$ cat config.mk
export PLATFORM = sky130hd
export DESIGN_NAME = mem_port_arbiter
export DESIGN_NICKNAME = d
export VERILOG_FILES = /design/src/rtl/mem_port_arbiter_pkg.sv /design/src/rtl/mem_port_arbiter_resp_hold.sv /design/src/rtl/mem_port_arbiter.sv
export SDC_FILE = /design/constraint.sdc
export NUM_CORES = 1
export LEC_CHECK = 0
export CAP_MARGIN = 5
export CORE_UTILIZATION = 45
export CTS_BUF_LIST = sky130_fd_sc_hd__clkbuf_2 sky130_fd_sc_hd__clkbuf_4 sky130_fd_sc_hd__clkbuf_8
export CTS_CLUSTER_SIZE = 10
export DETAILED_ROUTE_END_ITERATION = 6
export PLACE_DENSITY = 0.89
export SETUP_SLACK_MARGIN = 0.02
export SLEW_MARGIN = 30
export SYNTH_ARGS = -nofsm -noshare
export SYNTH_HDL_FRONTEND = slang
export SYNTH_HIERARCHICAL = 1
export SYNTH_SLANG_ARGS = --single-unit
$ cat constraint.sdc
create_clock -name clk -period 2.9 [get_ports clk]
set_input_delay 0.725 -clock clk [delete_from_list [all_inputs] [get_ports clk]]
set_output_delay 0.725 -clock clk [all_outputs]
set_load 0.01 [all_outputs]
$ cat src/rtl/mem_port_arbiter_pkg.sv
`default_nettype none
// +----------------------------------------------------------------------------+
// | Module  : mem_port_arbiter_pkg                                             |
// | Brief   : Shared widths and FSM encoding for the unified memory arbiter.   |
// | Revision: 1.0                                                              |
// +----------------------------------------------------------------------------+
package mem_port_arbiter_pkg;

    localparam int unsigned c_ADDR_W = 32;
    localparam int unsigned c_DATA_W = 32;
    localparam int unsigned c_MASK_W = c_DATA_W / 8;

    typedef enum logic [1:0] {
        IDLE    = 2'd0,
        I_ACT   = 2'd1,
        D_ACT   = 2'd2,
        I_DRAIN = 2'd3
    } arb_state_e;

endpackage
`default_nettype wire

$ cat src/rtl/mem_port_arbiter_resp_hold.sv
`default_nettype none
// +----------------------------------------------------------------------------+
// | Module  : mem_port_arbiter_resp_hold                                       |
// | Brief   : Completed-response flag plus data register, held until cleared.  |
// | Revision: 1.0                                                              |
// +----------------------------------------------------------------------------+
module mem_port_arbiter_resp_hold
    import mem_port_arbiter_pkg::*;
#(
    parameter int unsigned DATA_W = c_DATA_W
) (
    input  logic              clk,
    input  logic              rst,
    input  logic              i_set,
    input  logic              i_cap,
    input  logic              i_clr,
    input  logic [DATA_W-1:0] i_data,
    output logic              o_have,
    output logic [DATA_W-1:0] o_data
);

    logic              have_d;
    logic              have_q;
    logic [DATA_W-1:0] data_d;
    logic [DATA_W-1:0] data_q;

    // Clear beats set so a flush coinciding with a completion discards it.
    always_comb begin
        have_d = have_q;
        data_d = data_q;
        if (i_cap) begin
            data_d = i_data;
        end
        if (i_clr) begin
            have_d = 1'b0;
        end else if (i_set) begin
            have_d = 1'b1;
        end
    end

    always_ff @(posedge clk) begin
        if (rst) begin
            have_q <= 1'b0;
            data_q <= '0;
        end else begin
            have_q <= have_d;
            data_q <= data_d;
        end
    end

    assign o_have = have_q;
    assign o_data = data_q;

endmodule
`default_nettype wire

$ cat src/rtl/mem_port_arbiter.sv
`default_nettype none
// +----------------------------------------------------------------------------+
// | Module  : mem_port_arbiter                                                 |
// | Brief   : Shares one memory port between fetch and data requesters.        |
// | Revision: 1.0                                                              |
// +----------------------------------------------------------------------------+
module mem_port_arbiter
    import mem_port_arbiter_pkg::*;
#(
    parameter int unsigned ADDR_W = c_ADDR_W,
    parameter int unsigned DATA_W = c_DATA_W,
    parameter int unsigned MASK_W = c_MASK_W
) (
    input  logic              clk,
    input  logic              rst,
    input  logic              i_req,
    input  logic [ADDR_W-1:0] i_addr,
    output logic [DATA_W-1:0] i_rdata,
    output logic              imem_stall,
    input  logic              d_req,
    input  logic              d_we,
    input  logic [ADDR_W-1:0] d_addr,
    input  logic [DATA_W-1:0] d_wdata,
    input  logic [MASK_W-1:0] d_wmask,
    output logic [DATA_W-1:0] d_rdata,
    output logic              dmem_stall,
    input  logic              flush,
    output logic              m_req,
    output logic              m_we,
    output logic [ADDR_W-1:0] m_addr,
    output logic [DATA_W-1:0] m_wdata,
    output logic [MASK_W-1:0] m_wmask,
    input  logic              m_ready,
    input  logic [DATA_W-1:0] m_rdata
);

    arb_state_e        state_d;
    arb_state_e        state_q;
    logic              m_we_d;
    logic              m_we_q;
    logic [ADDR_W-1:0] m_addr_d;
    logic [ADDR_W-1:0] m_addr_q;
    logic [DATA_W-1:0] m_wdata_d;
    logic [DATA_W-1:0] m_wdata_q;
    logic [MASK_W-1:0] m_wmask_d;
    logic [MASK_W-1:0] m_wmask_q;

    logic              i_have;
    logic              d_have;
    logic              advance;
    logic              i_set;
    logic              i_cap;
    logic              d_set;
    logic              d_cap;

    assign imem_stall = i_req & ~i_have;
    assign dmem_stall = d_req & ~d_have;
    assign advance    = ~imem_stall & ~dmem_stall;

    always_comb begin
        state_d   = state_q;
        m_we_d    = m_we_q;
        m_addr_d  = m_addr_q;
        m_wdata_d = m_wdata_q;
        m_wmask_d = m_wmask_q;
        i_set     = 1'b0;
        i_cap     = 1'b0;
        d_set     = 1'b0;
        d_cap     = 1'b0;

        unique case (state_q)
            IDLE: begin
                if (d_req && !d_have) begin
                    state_d   = D_ACT;
                    m_we_d    = d_we;
                    m_addr_d  = d_addr;
                    m_wdata_d = d_wdata;
                    m_wmask_d = d_wmask;
                end else if (i_req && !i_have && !flush) begin
                    state_d   = I_ACT;
                    m_we_d    = 1'b0;
                    m_addr_d  = i_addr;
                    m_wmask_d = '0;
                end
            end
            I_ACT: begin
                if (m_ready) begin
                    state_d = IDLE;
                    i_set   = ~flush;
                    i_cap   = ~flush;
                end else if (flush) begin
                    state_d = I_DRAIN;
                end
            end
            // A cancelled fetch still runs to completion on the bus.
            I_DRAIN: begin
                if (m_ready) begin
                    state_d = IDLE;
                end
            end
            D_ACT: begin
                if (m_ready) begin
                    state_d = IDLE;
                    d_set   = 1'b1;
                    d_cap   = ~m_we_q;
                end
            end
            default: begin
                state_d = IDLE;
            end
        endcase
    end

    always_ff @(posedge clk) begin
        if (rst) begin
            state_q   <= IDLE;
            m_we_q    <= 1'b0;
            m_addr_q  <= '0;
            m_wdata_q <= '0;
            m_wmask_q <= '0;
        end else begin
            state_q   <= state_d;
            m_we_q    <= m_we_d;
            m_addr_q  <= m_addr_d;
            m_wdata_q <= m_wdata_d;
            m_wmask_q <= m_wmask_d;
        end
    end

    assign m_req   = (state_q != IDLE);
    assign m_we    = m_we_q;
    assign m_addr  = m_addr_q;
    assign m_wdata = m_wdata_q;
    assign m_wmask = m_wmask_q;

    mem_port_arbiter_resp_hold #(
        .DATA_W (DATA_W)
    ) u_i_hold (
        .clk    (clk),
        .rst    (rst),
        .i_set  (i_set),
        .i_cap  (i_cap),
        .i_clr  (advance | flush),
        .i_data (m_rdata),
        .o_have (i_have),
        .o_data (i_rdata)
    );

    mem_port_arbiter_resp_hold #(
        .DATA_W (DATA_W)
    ) u_d_hold (
        .clk    (clk),
        .rst    (rst),
        .i_set  (d_set),
        .i_cap  (d_cap),
        .i_clr  (advance),
        .i_data (m_rdata),
        .o_have (d_have),
        .o_data (d_rdata)
    );

endmodule
`default_nettype wire
* Word level (Yosys, flattened, before mapping)
Index checks and enable logic that the tools add are counted.
** Word-level totals
- Bits in registers :: 137
- Input port bits :: 139
- Output and inout bits :: 136
- Logic and storage cells :: 58
** Operators by class
- Equality and inequality tests :: 6
- Multiplexer cells :: 18
- Bitwise operators :: 10
- Reduce and logical (&&, ||, !) cells :: 15
** Operators with widths (count)
- 32-bit two-way mux :: 2
- 2-bit two-way mux :: 5
- 1-bit two-way mux :: 8
- 4-bit two-way mux :: 2
- 3-bit != test (second input constant) :: 2
- 1-bit inverter :: 6
- 2-bit one-hot mux with 3 select lines :: 1
- 2-bit OR reduction :: 3
- 2-bit == test (second input constant) :: 2
- 2-bit AND reduction :: 2
- 2-bit nonzero test :: 2
- 1-bit bitwise AND :: 3
- 1-bit logical AND :: 3
- 1-bit zero test :: 3
- 3-bit AND reduction :: 1
- 2-bit by 1-bit == test with 1-bit output (second input constant) :: 1
- 2-bit zero test :: 1
- 2-bit by 1-bit != test with 1-bit output (second input constant) :: 1
- 1-bit bitwise OR :: 1

* Longest topological paths before layout
Gate-level depths: netlist of the first run.
- Depth in word-level cells :: 6
- Gate-level depth with buffers :: 7
- Mapped depth without buffers :: 5

* Modules after synthesis
The synthesis of the first run kept the hierarchy.
** Modules (own cells, without submodules)
- mem_port_arbiter :: times used 1, cells an instance 377, area an instance 3275.6 µm², seq. area each 1421.4 µm²
- mem_port_arbiter_resp_hold :: times used 2, cells an instance 107, area an instance 1197.4 µm², seq. area each 660.6 µm²

* Least setup slack after synthesis of the first run
Ideal clock, no wire load.
- Path kind :: input to register
- From :: in m_ready
- To :: reg u_i_hold.data_q[0], in the netlist u_i_hold/o_data[0]
- Setup time :: 128 ps
- Arrival time :: 1694 ps
- Data required time :: 2772 ps
- Setup slack :: 1078 ps
- Cell stages on the path :: 6
- Buffers on the path :: 2
- Path through :: inv_1 -> nor4b_1 -> buf_6 -> buf_12 -> mux2i_1 -> nor2_1
** Between the ends
- Longest elaborated chain between the ends :: 2
** Ends and longest elaborated chain
- start: declaration :: line mem_port_arbiter.sv:33 : input logic m_ready,
- 1-bit two-way mux :: line mem_port_arbiter.sv:87 : if (m_ready) begin
- 1-bit two-way mux :: line mem_port_arbiter.sv:71 : unique case (state_q)
- net i_cap :: line mem_port_arbiter.sv:52 : logic i_cap;
- end signal: assignment :: line mem_port_arbiter_resp_hold.sv:47 : data_q <= data_d;
- end: declaration :: line mem_port_arbiter_resp_hold.sv:25 : logic [DATA_W-1:0] data_q;
The timed path passes the listed nets, and every way through them passes these cells.
A chain may end at the register's enable or synchronous reset.

* Worst setup path in the final report of the first run
- From :: in d_req
- To :: out dmem_stall
** Between the ends
- Longest elaborated chain between the ends :: 1
** Ends and longest elaborated chain
- start: declaration :: line mem_port_arbiter.sv:20 : input logic d_req,
- 1-bit bitwise AND :: line mem_port_arbiter.sv:57 : assign dmem_stall = d_req & ~d_have;
- end: declaration :: line mem_port_arbiter.sv:26 : output logic dmem_stall,
No other way between the ends.

==> results.yml, run 1 <==
detailed_routing:
  antenna_left: 0
  drc: 0
  drtIter0Drc: 394
  vias: 5371
  wire_per_inst_um: 16.6
  wl_um: 17100
  vias_per_cell: 5.22
  drt-pass1-iter-count: 5
clocking:
  cts_num_sinks: 137
  cts_root_buf: "clkbuf_8"
  cts_tree: "yes"
  post_cts_buffers: 0
  cts_buffer_depth: 2
  cts-hold-fix-buffers: 0
  clock_latency_ns: 0.44
  clk_pin_slew_ns: 0.07
  cts-htree-levels: 4
  ctsResizeCount: 0
  numCtsBuffers: 17
global_route:
  grt_overflow: 0
  grt_pass1_wl_um: 26800
  antenna_found_initial: 0
  track_usage_pct: 26.5
  grt_pass1_vias: 5416
  grt_max_degree: 53
layout:
  synthToLayoutAreaGrowth_pct: 55.8
  fin_nets: 987
  drive_gt1_share_pct: 14.3
  antenna_cells: 0
synth:
  synth_compound_area_share_pct: 17.4
  ys_ff_latch: 137
  synth_top_area_share_pct: 48.4
  yosys.area_share.adder_pct: 0
  synth_mux_area_share_pct: 11.3
  synthTopCellsByArea: "dfxtp_1, mux2i_1, nor2_1"
  synthArstFlopShare_pct: 0
  synth-main-ff-cell: "dfxtp_1"
  synth_nets: 730
  synth_enable_flop_cells: 0
  syn_area_um2: 5670
  synth_xor_area_share_pct: 0
  seq_area_frac_synth_pct: 48.4
  synthCells: 591
  synth.avg_cell_area_um2: 9.59
  yosysMostFrequentCell: "dfxtp_1"
  ys_warn_count: 6
  synth-simple-area-share_pct: 14.2
  synth_top_family_by_area: "compound AO/OA/AOI/OAI gates"
  synth_area_leader_cell: "dfxtp_1"
  synth.distinct_cells: 35
  synth_common_cells: "dfxtp_1, nor2_1, mux2i_1"
die:
  start_util_pct: 46.6
  io_pins: 275
  coreArea_um2: 12200
  dieArea_um2: 13100
  die_width_um: 114
  row_count: 40
  die_y_um: 114
timing:
  fin_worst_hold_slack_ns: 0.463
  period_needed_ns: 2.75
  slew_headroom_pct: 62.4
  tightest_slew_ns: 0.564
  rsz0062_at_grt: "no"
  period_share_pct: 94.8
  setup_viol: 0
  timing.fmax_mhz: 364
  final_hold_viol_count: 0
  clock_skew_ns: 0.00586
  drv_slew: 0
  fin_setup_tns_ns: 0
setup_path:
  r2r-end: "m_addr[9]$_SDFFE_PP0P_"
  critical_path.max_fanout: 7
  reg2reg_depth: 6
  r2r_slack_ns: 1.08
  critPathKind: "in -> out"
  startpoint_type: "primary input"
  endpoint: "dmem_stall"
  reg2reg_from: "u_d_hold/o_have$_SDFFE_PP0P_"
  end_kind: "output pin"
  arrival_ns: 2.02
  startpoint: "d_req"
  cp.required_ns: 2.17
worst_hold_path:
  hold_path.class: "reg -> reg"
place:
  gp_congestion: 0.826
  place_hpwl_um: 12200
  io_buffers: 274
power:
  power_density_nw_per_um2: 531
  ir_worst_vdd_mv: 0.397
  leakagePower_nw: 3.12
job:
  cap_violations: 0
status:
  status: "complete, no violations"
[critical path, cell delays in order]
cell	delay, ns
clkdlybuf4s50_1	0.56
nand2b_4	0.07
inv_2	0.11
clkdlybuf4s50_1	0.55
[cells by family after synthesis]
group	Yosys count
mux	64
buf+inv	77
compound gates	142
flops	137
simple gates	171
[layer usage]
metal	vias to the layer above	track usage, %	routed length, um
li1	2539	-	-
met1	2519	28.7	6620
met2	251	45.5	8450
met3	62	8.31	1230
met4	0	15.4	788
met5	-	0	0
[how the worst min path moves through the flow]
stage	start	cells past startpoint	endpoint	slack [ns]
global route	m_wdata[11]$_SDFFE_PP0P_	2	m_wdata[11]$_SDFFE_PP0P_	0.48
global placement	m_wdata[23]$_SDFFE_PP0P_	2	m_wdata[23]$_SDFFE_PP0P_	0.44
detailed placement	m_wdata[23]$_SDFFE_PP0P_	2	m_wdata[23]$_SDFFE_PP0P_	0.45
floorplan	m_wdata[23]$_SDFFE_PP0P_	2	m_wdata[23]$_SDFFE_PP0P_	0.48
CTS	m_wdata[26]$_SDFFE_PP0P_	2	m_wdata[26]$_SDFFE_PP0P_	0.47
finish	m_wdata[26]$_SDFFE_PP0P_	2	m_wdata[26]$_SDFFE_PP0P_	0.46
[metrics by stage]
step                      setup slack, ns  std cells  util (%)  cell area, um^2  power [W]
final                               0.152       1029      72.6             8830    0.00469
after global routing                0.107       1029      72.6             8830    0.00490
after CTS                           0.155       1029      72.6             8830    0.00474
after detailed placement            0.161        997      69.0             8400    0.00304
after global placement              0.180        997      69.0             8400    0.00300
after floorplan                      1.08        591         -             5670    0.00255
[final cells by class]
class,count,area [um^2]
clock buffers,25,325
clock inverters,7,113
fillers,855,3330
inverters,25,93.8
multi-input cells,377,2450
flip-flops and latches,137,2740
well taps,168,210
repair buffers,290,2900
[layout by cell type, fill, tap and decap left out, types with 23 or more instances in the layout]
cell type,instances
a21oi_2,30
a21oi_1,40
clkdlybuf4s50_1,273
mux2i_1,64
nand2_1,34
nor2_1,79
inv_1,23
nand2_2,29
dfxtp_1,137
o21ai_1,33
[power breakdown]
part	switching (W)	leakage (nW)	internal [W]	total [W]
Combinational	0.000431	1.78	0.000506	0.000937
Clock	0.000699	0.226	0.000991	0.00169
Sequential	0.0000755	1.12	0.00199	0.00207
[registers in the layout, indices dropped and copies added (netlist names), 2 cells and up]
register,flops
m_addr,32
u_i_hold/o_data,32
m_wmask,4
state_q,2
u_d_hold/o_data,32
m_wdata,32
(Power assumes the default switching activity.)
==> inputs of run 2 (changes only) <==
--- a/config.mk
+++ b/config.mk
@@ -11,6 +11,7 @@
 export CTS_CLUSTER_SIZE = 10
 export DETAILED_ROUTE_END_ITERATION = 6
 export PLACE_DENSITY = 0.89
+export REMOVE_ABC_BUFFERS = 1
 export SETUP_SLACK_MARGIN = 0.02
 export SLEW_MARGIN = 30
 export SYNTH_ARGS = -nofsm -noshare
==> run 2 against run 1 <==
Effect of this change: fmax increased by 0.43%; first-iteration DRC count rose by 11%; critical path type unchanged; clock skew up 0.0091 ns; power shrank 3.1%; sequential share of layout area decreased by 0.11 points; final cell count increased by 0.49%; global-route usage rose by 0.082 points.
==> results.yml, run 2 (synthesis results as in run 1) <==
clocking:
  cts_tree: "yes"
  numCtsBuffers: 17
  cts_buffer_depth: 2
  clk_pin_slew_ns: 0.07
  post_cts_buffers: 0
  clock_latency_ns: 0.44
  cts_root_buf: "clkbuf_8"
  cts_num_sinks: 137
  ctsResizeCount: 0
  cts-hold-fix-buffers: 0
  cts-htree-levels: 4
detailed_routing:
  drtIter0Drc: 437
  antenna_left: 0
  wire_per_inst_um: 16.9
  vias: 5375
  vias_per_cell: 5.20
  wl_um: 17400
  drc: 0
  drt-pass1-iter-count: 5
place:
  gp_congestion: 0.799
  io_buffers: 274
  place_hpwl_um: 12500
die:
  dieArea_um2: 13100
  start_util_pct: 46.6
  die_y_um: 114
  io_pins: 275
  die_width_um: 114
  coreArea_um2: 12200
  row_count: 40
timing:
  drv_slew: 0
  setup_viol: 0
  rsz0062_at_grt: "no"
  period_share_pct: 94.3
  tightest_slew_ns: 0.655
  final_hold_viol_count: 0
  period_needed_ns: 2.74
  slew_headroom_pct: 56.3
  fin_setup_tns_ns: 0
  timing.fmax_mhz: 365
  clock_skew_ns: 0.0150
setup_path:
  end_kind: "output pin"
  startpoint_type: "primary input"
  critical_path.max_fanout: 3
  critPathKind: "in -> out"
  arrival_ns: 2.01
  cp.required_ns: 2.17
global_route:
  grt_max_degree: 49
  grt_pass1_wl_um: 26700
  track_usage_pct: 26.6
  grt_overflow: 0
  antenna_found_initial: 0
  grt_pass1_vias: 5377
layout:
  final_common_cell: "clkdlybuf4s50_1"
  antenna_cells: 0
  drive_gt1_share_pct: 14.8
  post-route-util_pct: 72.9
  fin_nets: 992
  synthToLayoutAreaGrowth_pct: 56.3
  mostFrequentLayoutCells: "clkdlybuf4s50_1, dfxtp_1, nor2_1"
status:
  status: "complete, no violations"
power:
  leakagePower_nw: 3.13
  power_density_nw_per_um2: 513
  p_total_w: 0.00455
  ir_worst_vdd_mv: 0.377
worst_hold_path:
  hold_path.class: "reg -> reg"
job:
  cap_violations: 0
run 2: cell types whose count changed in the layout (fill, tap and decap cells not counted):
cell,change
clkbuf_8,-4
buf_12,+3
clkinvlp_4,+3
buf_4,+2
bufinv_16,-1
clkinv_4,+1
inv_6,+1
run 2: layer usage:
metal / global-route usage [%] / wire (um) / vias to the layer above
met5: 0 / 0 / -
met4: 15.2 / 708 / 0
met3: 8.52 / 1470 / 44
met2: 46.3 / 8660 / 250
met1: 28.2 / 6590 / 2526
li1: - / - / 2555
run 2: cell type report:
| class | instances | area (um^2) |
|---|---|---|
| sequential | 137 | 2740 |
| tap | 168 | 210 |
| inverter | 25 | 93.8 |
| clock inverter | 11 | 123 |
| timing repair buffer | 295 | 2970 |
| clock buffer | 21 | 270 |
| fill | 863 | 3300 |
| multi-input combinational | 377 | 2450 |
run 2: worst paths after layout:
check,from,endpoint,slack [ns],depth (start not counted)
setup / recovery,d_req,dmem_stall,0.16,4
hold / removal,m_wdata[7]$_SDFFE_PP0P_,m_wdata[7]$_SDFFE_PP0P_,0.46,2
setup reg to reg,state_q[1]$_SDFFE_PP0P_,u_d_hold/o_data[20]$_SDFFE_PP0P_,0.99,5
hold reg to reg,m_wdata[7]$_SDFFE_PP0P_,m_wdata[7]$_SDFFE_PP0P_,0.46,2
run 2: critical path: stages:
cell             delay [ns]
clkdlybuf4s50_1        0.56
nand2b_4               0.07
inv_2                  0.05
clkdlybuf4s50_1        0.60
run 2: power breakdown:
part	internal (W)	leakage, nW	switching, W	total [W]
Combinational	0.000520	1.82	0.000431	0.000951
Sequential	0.00199	1.12	0.0000737	0.00207
Clock	0.000813	0.192	0.000720	0.00153
run 2: per-stage QoR:
step                cell area (um^2)  cells  hold slack, ns  setup slack (ns)
floorplan                       5270    539           0.474             -3.27
global placement                8470   1002           0.443             0.161
detailed placement              8470   1002           0.454             0.147
CTS                             8860   1034           0.466             0.147
global route                    8860   1034           0.481             0.124
finish                          8860   1034           0.461             0.164
